==> src/rtl/rv32i_types.sv <==
// Shared RV32I type definitions used across the cache and memory interface.
package rv32i_types;

    typedef logic [255:0] rv32i_cacheline;
    typedef logic [63:0]  rv32i_burst;

    localparam int unsigned BURST_BEATS = 4;

endpackage

==> src/rtl/cacheline_adaptor.sv <==
// Converts single-transfer cache line reads/writebacks into multi-beat memory bursts.
module cacheline_adaptor
    import rv32i_types::*;
#(
    parameter int unsigned LINE_W  = $bits(rv32i_cacheline),
    parameter int unsigned BURST_W = $bits(rv32i_burst)
) (
    input  logic               clk,
    input  logic               rst_n,

    // Cache side
    input  logic [LINE_W-1:0]  line_i,
    output logic [LINE_W-1:0]  line_o,
    input  logic [31:0]        address_i,
    input  logic               read_i,
    input  logic               write_i,
    output logic               resp_o,

    // Memory side
    input  logic [BURST_W-1:0] burst_i,
    output logic [BURST_W-1:0] burst_o,
    output logic [31:0]        address_o,
    output logic               read_o,
    output logic               write_o,
    input  logic               resp_i
);

    localparam int unsigned BEATS = LINE_W / BURST_W;
    localparam int unsigned CNT_W = (BEATS > 1) ? $clog2(BEATS) : 1;
    localparam int unsigned OFF_W = $clog2(LINE_W / 8);

    localparam logic [CNT_W-1:0] LAST_BEAT = CNT_W'(BEATS - 1);

    localparam logic [1:0] IDLE  = 2'd0;
    localparam logic [1:0] READ  = 2'd1;
    localparam logic [1:0] WRITE = 2'd2;
    localparam logic [1:0] DONE  = 2'd3;

    logic [1:0]        state;
    logic [1:0]        state_next;
    logic [CNT_W-1:0]  cnt;
    logic [LINE_W-1:0] rbuf;
    logic [LINE_W-1:0] wbuf;
    logic [31:0]       address_q;
    logic              accept;
    logic              final_beat;

    assign accept     = (state == IDLE) && (read_i || write_i);
    assign final_beat = resp_i && (cnt == LAST_BEAT);

    // Next-state: writeback takes priority over fill when both are requested.
    always_comb begin
        state_next = state;
        unique case (state)
            IDLE: begin
                if (write_i) begin
                    state_next = WRITE;
                end else if (read_i) begin
                    state_next = READ;
                end
            end
            READ, WRITE: begin
                if (final_beat) begin
                    state_next = DONE;
                end
            end
            DONE:    state_next = IDLE;
            default: state_next = IDLE;
        endcase
    end

    // State register.
    always_ff @(posedge clk or negedge rst_n) begin
        if (!rst_n) begin
            state <= IDLE;
        end else begin
            state <= state_next;
        end
    end

    // Beat counter: cleared while idle, advanced on every memory strobe of a burst.
    always_ff @(posedge clk or negedge rst_n) begin
        if (!rst_n) begin
            cnt <= '0;
        end else if (state == IDLE) begin
            cnt <= '0;
        end else if ((state == READ || state == WRITE) && resp_i) begin
            cnt <= cnt + CNT_W'(1);
        end
    end

    // Request capture: address and writeback data are frozen at acceptance.
    always_ff @(posedge clk or negedge rst_n) begin
        if (!rst_n) begin
            address_q <= '0;
            wbuf      <= '0;
        end else begin
            if (accept) begin
                address_q <= {address_i[31:OFF_W], {OFF_W{1'b0}}};
            end
            if (state == IDLE && write_i) begin
                wbuf <= line_i;
            end
        end
    end

    // Fill assembly: each read beat lands in its slot of the line buffer.
    always_ff @(posedge clk or negedge rst_n) begin
        if (!rst_n) begin
            rbuf <= '0;
        end else if (state == READ && resp_i) begin
            rbuf[cnt*BURST_W +: BURST_W] <= burst_i;
        end
    end

    // Outputs decode directly from registered state so the memory side sees no glitches.
    always_comb begin
        read_o    = (state == READ);
        write_o   = (state == WRITE);
        resp_o    = (state == DONE);
        address_o = (state == READ || state == WRITE) ? address_q : '0;
        burst_o   = (state == WRITE) ? wbuf[cnt*BURST_W +: BURST_W] : '0;
    end

    assign line_o = rbuf;

endmodule
==> config.mk <==
export PLATFORM = sky130hd
export DESIGN_NAME = cacheline_adaptor
export DESIGN_NICKNAME = d
export VERILOG_FILES = /design/src/rtl/rv32i_types.sv /design/src/rtl/cacheline_adaptor.sv
export SDC_FILE = /design/constraint.sdc
export NUM_CORES = 1
export LEC_CHECK = 0
export BUFFER_PORTS_ARGS = -buffer_cell sky130_fd_sc_hd__buf_2
export CAP_MARGIN = 25
export CORE_AREA = 2 2 276 278
export CTS_CLUSTER_DIAMETER = 150
export CTS_CLUSTER_SIZE = 40
export DETAILED_ROUTE_END_ITERATION = 10
export DIE_AREA = 0 0 278 280
export SLEW_MARGIN = 15
export SYNTH_ARGS = -nofsm -noshare
export SYNTH_HDL_FRONTEND = slang
export SYNTH_SLANG_ARGS = --single-unit
==> constraint.sdc <==
create_clock -name clk -period 4.57 [get_ports clk]
set_clock_uncertainty 0.15 [all_clocks]
set_input_delay 0.2285 -clock clk [delete_from_list [all_inputs] [get_ports clk]]
set_output_delay 0.2285 -clock clk [all_outputs]
set_load 0.01 [all_outputs]
After elaboration in Yosys (flattened, before gate mapping)
Index checks and enable logic that the tools add are counted.

cells by class
  add/sub/neg operators = 2
  equal/unequal tests = 6
  shift operators = 3
  muxes and demuxes = 9
  reduce and logical (&&, ||, !) cells = 11

operators with widths
  cell                         count
  $bwmux W256                  1
  $shift A64 B34 Y256 const A  1
  $shiftx A256 B9 Y64          1
  $shiftx A64 B34 Y256         1
  $mux W64                     1
  $neg A8 Y34                  1
  $mux W32                     1
  $mux W2                      5
  $eq A2 B2 Y1 const B         3
  $pmux W2 S3                  1
  $logic_and A1 B1 Y1          5
  $ne A3 B3 Y1 const B         1
  $add A2 B1 Y2 const B        1
  $eq A2 B1 Y1 const B         1
  $logic_not A2 Y1             1
  $logic_or A1 B1 Y1           2
  $ne A2 B2 Y1 const B         1
  $reduce_and A2 Y1            1
  $reduce_bool A2 Y1           1
  $reduce_or A2 Y1             1

word-level totals
  flip-flop bits (word level) = 543
  output and inout port bits = 355
  word-level logic and storage cells = 36

Longest topological paths before layout
Gate-level depths: netlist of the first run.

  word-level depth = 5
  gate-level depth with buffers = 11
  gate-level depth less buffers = 5

Least setup slack after synthesis of the first run
No wires, ideal clock.

  path kind = reg-to-reg
  start point = register cnt[1]
  end point = register rbuf[10], in the netlist line_o[10]
  data arrival time = 2.201 ns
  data required time = 4.299 ns
  path slack = 2.098 ns
  stages on the path, launching flop included = 11
  clock period less this slack = 2.472 ns
  cell sequence = dfrtp_1 > clkbuf_1 > buf_2 > buf_2 > inv_1 > ha_1 > and4b_1 > and3_1 > buf_4 > buf_6 > a22o_1

on the way
  longest elaborated chain between the ends = 3
  elaborated cells on any way between the ends = 4
  classes of those cells = 1 x add/sub; 2 x shift; 1 x mux

ends and longest elaborated chain
  element                                                             line                      RTL
  from (decl)                                                         cacheline_adaptor.sv:41   logic [CNT_W-1:0] cnt;
  from (signal assigned)                                              cacheline_adaptor.sv:88   cnt <= cnt + CNT_W'(1);
  $neg A8 Y34 (*)                                                     cacheline_adaptor.sv:112  rbuf[cnt*BURST_W +: BURST_W] <= burst_i;
  $shiftx A64 B34 Y256 / $shift A64 B34 Y256 (equally long branches)  cacheline_adaptor.sv:112
  $bwmux W256 (*)                                                     cacheline_adaptor.sv:112
  to (signal, indexed assignment)                                     cacheline_adaptor.sv:112
  to (decl)                                                           cacheline_adaptor.sv:42   logic [LINE_W-1:0] rbuf;

Mark *: on every way between the ends. The rest lies on a longest branch, timed or not.
A chain may end at the register's enable or synchronous reset.

Worst setup path after layout of the first run
  start point = register cnt[0]
  end point = output port burst_o[3]

on the way
  longest elaborated chain between the ends = 2

ends and longest elaborated chain
  element              line                      RTL
  $shiftx A256 B9 Y64  cacheline_adaptor.sv:122  burst_o = (state == WRITE) ? wbuf[cnt*BURST_W +: BURST_W] : '0;
  $mux W64             cacheline_adaptor.sv:122
  to (decl)            cacheline_adaptor.sv:21   output logic [BURST_W-1:0] burst_o,

Every way passes these cells.

==> flow_metrics.tcl, run 1 <==
set metrics [dict create \
    status "complete, no violations" \
    ioPinCount 712 \
    synth_cell_type_count 33 \
    critPathCaptureType "output pin" \
    path_clk_slew_ns 0.15 \
    cts_hold_buf 352 \
    ys_seq_area_share_pct 59.9 \
    synthesis.area_sq_um 22700 \
    total_power_mw 15.5 \
    cts_buffers 17 \
    path_cells "inv_1, nand2_2, buf_12, o22ai_1, buf_2" \
    drv_cap 0 \
    period_minus_slack_ns 3.26 \
    synth_top_family_by_area "multiplexers" \
    clockBufferDepth 3 \
    drive_gt1_share_pct 36.9 \
    ir_drop_uv 378 \
    power_density_nw_per_um2 497 \
    cts_sinks 543 \
    hp-class "in -> async" \
    r2r_start "cnt[0]$_DFFE_PN0P_" \
    antenna_found_initial 4 \
    nets 3198 \
    slew_violations 0 \
    cts_resized 0 \
    slowest_delay_ns 0.54 \
    syn_inst 1870 \
    cts_tree "yes" \
    area_growth_pct 37.2 \
    firstDrtPassIters 5 \
    grt_usage_pct 18.0 \
    root_buffer "clkbuf_16" \
    gr-total-overflow 0 \
    slew_headroom_pct 34.1 \
    drc 0 \
    cts_max_level 1 \
    r2r_cells 4 \
    wire_per_inst_um 19.0 \
    ys_warn_count 0 \
    fin_hold_ws_ns 0.137 \
    finalHoldViolations 0 \
    grt_pass1_vias 18105 \
    n_fill_cell 7085 \
    portBuffers 701 \
    dieArea_sq_um 77800 \
    viasPerCell 4.64 \
    cp-start-kind "flip-flop" \
    vias 17693 \
    rows 101 \
    place_hpwl_um 49200 \
    clock_latency_ns 0.59 \
    cp_data_required_time_ns 4.19 \
    start_util_pct 30.2 \
    ys_ff_latch 543 \
    dieHeight_um 280 \
    finalSetupTns_ns 0 \
    cp_slowest_cell "dfrtp_1" \
    r2r-end "line_o[37]$_DFFE_PN0P_" \
    synth_adder_area_share_pct 0.496 \
    fin_util_pct 41.4 \
    critical_path_class "reg -> out" \
    crit_arrival_ns 2.89 \
    design_area_sq_um 31100 \
    grt_max_degree 129 \
    synth_compound_area_share_pct 8.69 \
    routed_wl_um 72400 \
    fp.coreArea_sq_um 75200 \
    grt_pass1_wl_um 110000 \
    min_period_over_period_pct 71.4 \
    post_cts_buffers 0 \
    synth-simple-area-share_pct 7.65 \
    rsz0062_at_grt "no" \
    fp.dieW_um 278 \
    dpl_cell_area_sq_um 27100 \
    crit_fanout 30 \
    worst_pin_slew_ns 0.988 \
    synth_xor_area_share_pct 0.0386 \
    synth_area_per_cell_sq_um 12.1 \
    power.leakage_nw 14.7 \
    fmax_ghz 0.306 \
    setup_viol 0 \
    synth_mux_area_share_pct 19.7 \
    postRouteAntennaNets 0 \
    r2r_slack_ns 1.71 \
    drt_iter0_markers 1045 \
    place_congestion 0.762 \
]
[how the worst max path moves through the flow]
stage,from,to,slack [ns],cells past startpoint
finish,cnt[0]$_DFFE_PN0P_,burst_o[3],1.31,5
global route,cnt[0]$_DFFE_PN0P_,burst_o[3],1.12,5
CTS,cnt[0]$_DFFE_PN0P_,burst_o[3],1.21,5
detailed placement,cnt[0]$_DFFE_PN0P_,line_o[25]$_DFFE_PN0P_,1.74,4
global placement,state[0]$_DFFE_PN0P_,wbuf[235]$_DFFE_PN0P_,1.77,5
floorplan,cnt[1]$_DFFE_PN0P_,line_o[10]$_DFFE_PN0P_,2.10,10
[layout make-up]
class / count / area [sq um] / share of cell area, %
inverter: 5 / 18.8 / 0.0603
tap: 978 / 1220 / 3.93
sequential: 543 / 13600 / 43.7
timing repair buffer: 1082 / 7420 / 23.9
clock inverter: 2 / 23.8 / 0.0764
antenna: 1 / 2.50 / 0.00804
multi-input combinational: 1183 / 8410 / 27.0
clock buffer: 18 / 429 / 1.38
[per-stage QoR]
step	cells	setup slack (ns)
after detailed placement	3439	1.74
after global placement	3439	1.77
final	3812	1.31
after CTS	3811	1.21
after floorplan	1874	2.10
after global routing	3812	1.12
[metal layers]
layer / vias up / GRT usage [%] / share of wire [%]
li1: 8352 / - / -
met2: 581 / 31.3 / 49
met5: - / 0 / 0.052
met3: 81 / 3.79 / 6.2
met1: 8673 / 22.4 / 42
met4: 6 / 5.06 / 2.6
[cell usage after synthesis]
| library cell | count | area (sq um) |
|---|---|---|
| a21boi_0 | 1 | 7.51 |
| a21oi_1 | 2 | 10.0 |
| a22o_1 | 64 | 561 |
| and2_1 | 27 | 169 |
| and3_1 | 1 | 6.26 |
| and3b_1 | 1 | 8.76 |
| and4b_1 | 1 | 10.0 |
| and4bb_2 | 1 | 12.5 |
| buf_1 | 1 | 3.75 |
| buf_2 | 63 | 315 |
| buf_4 | 7 | 52.6 |
| buf_6 | 17 | 191 |
| clkbuf_1 | 54 | 203 |
| clkbuf_2 | 1 | 5.00 |
| conb_1 | 1 | 3.75 |
| dfrtp_1 | 543 | 13600 |
| ha_1 | 9 | 113 |
| inv_1 | 5 | 18.8 |
| mux2_2 | 283 | 3190 |
| mux2i_1 | 129 | 1290 |
| nand2_1 | 389 | 1460 |
| nand3_1 | 5 | 25.0 |
| nor2_1 | 1 | 3.75 |
| nor3b_1 | 1 | 7.51 |
| nor4b_1 | 1 | 8.76 |
| nor4b_4 | 1 | 23.8 |
| o21a_1 | 1 | 7.51 |
| o21ai_0 | 163 | 816 |
| o21ai_1 | 29 | 145 |
| o21ai_2 | 1 | 8.76 |
| o22a_1 | 1 | 8.76 |
| o22ai_1 | 65 | 407 |
| xnor2_1 | 1 | 8.76 |
[state kept, by name, summed over array words and instances, names as in the netlist]
| name | flops |
|---|---|
| line_o | 256 |
| wbuf | 256 |
| address_q | 27 |
| cnt | 2 |
| state | 2 |
[cell usage in the layout, fill, tap and decap left out, types with 2 or more instances in the layout]
cell type,instances
buf_4,16
o21ai_1,29
a21oi_1,2
nand3_4,4
buf_2,700
mux2i_1,129
a22o_1,64
buf_12,13
inv_1,5
ha_1,9
conb_1,5
dfrtp_1,542
nand2_1,386
clkbuf_16,17
dlygate4sd3_1,352
and2_1,27
nand2_2,2
o21ai_0,163
o22ai_1,65
mux2_2,283
[report_power, final]
group	total, mW	leakage, nW	internal [mW]	switching, mW
Sequential	7.31	6.94	6.42	0.886
Combinational	5.98	7.51	3.02	2.95
Clock	2.18	0.218	0.695	1.49
Total	15.5	14.7	10.1	5.32
[worst max-delay path, delay by kind of cell, from the launching register on]
family	cells	cell delay [ns]
flops	1	0.54
compound gates	1	0.37
simple gates	1	0.50
buf+inv	3	0.85
[cell families after synthesis]
logic type	count (synthesis)
DFF	543
and+or+nand+nor	429
muxes	412
AOI/OAI and AO/OA	327
buffers and inverters	148
adders and majority gates	9
other	1
xor gates and xnor gates	1
Power figures use the tool's default switching activity.
==> run 2: changes to the inputs <==
Settings changed: CORE_AREA 2 2 276 278 to 2 2 279 281, DIE_AREA 0 0 278 280 to 0 0 281 283.
Clock period 4.57 ns to 3.2 ns, I/O delays scaled along.
==> run 2 against run 1 <==
  * Count of clock-buffer cells in the layout fell by 1
  * First-iteration DRC count fell by 17%
  * Die area rose by 2.2%
  * Critical path depth fell by 1
  * Sequential share of layout area fell by 0.79 points
  * Clock power rose by 43%
  * Wire length rose by 0.94%
  * Global-route usage fell by 0.17 points
  * Critical endpoint is now burst_o[35]
==> flow_metrics.tcl, run 2 (same netlist as run 1, synthesis figures left out) <==
set metrics [dict create \
    grt_usage_pct 17.8 \
    finalSetupTns_ns 0 \
    fp.dieW_um 281 \
    min_period_over_period_pct 88.5 \
    grt-busiest-layer "met2" \
    dieArea_sq_um 79500 \
    place_hpwl_um 51400 \
    cp-start-kind "flip-flop" \
    path_clk_slew_ns 0.15 \
    rsz0062_at_grt "no" \
    dieHeight_um 283 \
    crit_fanout 99 \
    critical_path_class "reg -> out" \
    power.leakage_nw 14.9 \
    worst_pin_slew_ns 0.892 \
    crit_arrival_ns 2.52 \
    cts_tree "yes" \
    grt_util_met1_pct 21.8 \
    cts_max_level 1 \
    grt_pass1_vias 18974 \
    post_cts_buffers 0 \
    drc 0 \
    final_cell_mix "buf_2 (700), dfrtp_1 (542), nand2_1 (386)" \
    start_util_pct 29.6 \
    hp-class "in -> async" \
    setup_viol 0 \
    clockBufferDepth 3 \
    ioPinCount 712 \
    wire_per_inst_um 18.7 \
    grt_use_met2_pct 31.2 \
    firstDrtPassIters 4 \
    area_growth_pct 39.7 \
    layout_commonest_cell "buf_2" \
    slew_violations 0 \
    power_density_nw_per_um2 705 \
    drt_iter0_markers 869 \
    antenna_found_initial 2 \
    postRouteAntennaNets 0 \
    drv_cap 0 \
    finalHoldViolations 0 \
    drive_gt1_share_pct 37.6 \
    vias 17935 \
    grt_pass1_wl_um 112000 \
    period_minus_slack_ns 2.83 \
    status "complete, no violations" \
    root_buffer "clkbuf_16" \
    grt_max_degree 100 \
    n_fill_cell 7250 \
    viasPerCell 4.58 \
    cts_resized 0 \
    cts_buffers 17 \
    gr-total-overflow 0 \
    critPathCaptureType "output pin" \
    ir_drop_uv 544 \
    routed_wl_um 73100 \
    slew_headroom_pct 40.5 \
    cts_sinks 543 \
    finalNonFillerCells 3917 \
    met3_usage_pct 4.00 \
    fp.coreArea_sq_um 76700 \
    fmax_ghz 0.353 \
    rows 102 \
    placedCellCount 3536 \
    nets 3240 \
    cp_data_required_time_ns 2.89 \
    place_congestion 0.807 \
    cts_hold_buf 359 \
    portBuffers 701 \
    clock_latency_ns 0.58 \
]
## run 2: metal layers
layer / part of all wire (%) / wire [um]
met3: 7.0 / 5100
met5: 0 / 0
met4: 2.7 / 2000
met2: 49 / 35800
met1: 41 / 30200
## run 2: through the flow
| step | hold WS, ns | util [%] | instance area [sq um] | worst slack [ns] | power (mW) |
|---|---|---|---|---|---|
| global route | 0.0387 | 41.3 | 31700 | 0.252 | 23.7 |
| finish | 0.00407 | 41.3 | 31700 | 0.368 | 22.3 |
| floorplan | -0.286 | - | 22700 | 0.728 | 15.7 |
| CTS | 0.0148 | 41.3 | 31700 | 0.234 | 22.5 |
| global placement | 0.0933 | 36.0 | 27600 | 0.569 | 18.7 |
| detailed placement | 0.0993 | 36.0 | 27600 | 0.587 | 18.9 |
## run 2: worst paths after layout
kind                                           end  slack [ns]                     from  cells past startpoint
max                                    burst_o[35]        0.37       cnt[1]$_DFFE_PN0P_                      4
min                           wbuf[41]$_DFFE_PN0P_       0.004                    rst_n                      2
max reg2reg                 line_o[56]$_DFFE_PN0P_        0.57       cnt[0]$_DFFE_PN0P_                      6
min reg2reg                line_o[162]$_DFFE_PN0P_        0.34  line_o[162]$_DFFE_PN0P_                      2
max in group asynchronous    wbuf[135]$_DFFE_PN0P_        1.88                    rst_n                      3
min in group clk               wbuf[4]$_DFFE_PN0P_        0.16                line_i[4]                      3
## run 2: critical path: stages (launching register included)
cell and delay (ns):
dfrtp_4 0.50, buf_12 0.46, mux2i_1 0.48, o22ai_1 0.15, buf_2 0.17
## run 2: cell type report
| type | count | area (sq um) | share of cell area [%] |
|---|---|---|---|
| Sequential cell | 543 | 13600 | 42.9 |
| Multi-Input combinational cell | 1183 | 8390 | 26.5 |
| Timing Repair Buffer | 1124 | 7930 | 25.0 |
| Tap cell | 1040 | 1300 | 4.11 |
| Clock buffer | 17 | 425 | 1.34 |
| Clock inverter | 3 | 28.8 | 0.0908 |
| Inverter | 5 | 18.8 | 0.0592 |
| Antenna cell | 2 | 5.00 | 0.0158 |
## run 2: report_power, final
| group | switching [mW] | internal, mW | leakage (nW) | total, mW |
|---|---|---|---|---|
| registers | 1.22 | 9.18 | 6.94 | 10.4 |
| logic | 4.27 | 4.56 | 7.78 | 8.83 |
| clock network | 2.11 | 0.996 | 0.225 | 3.11 |
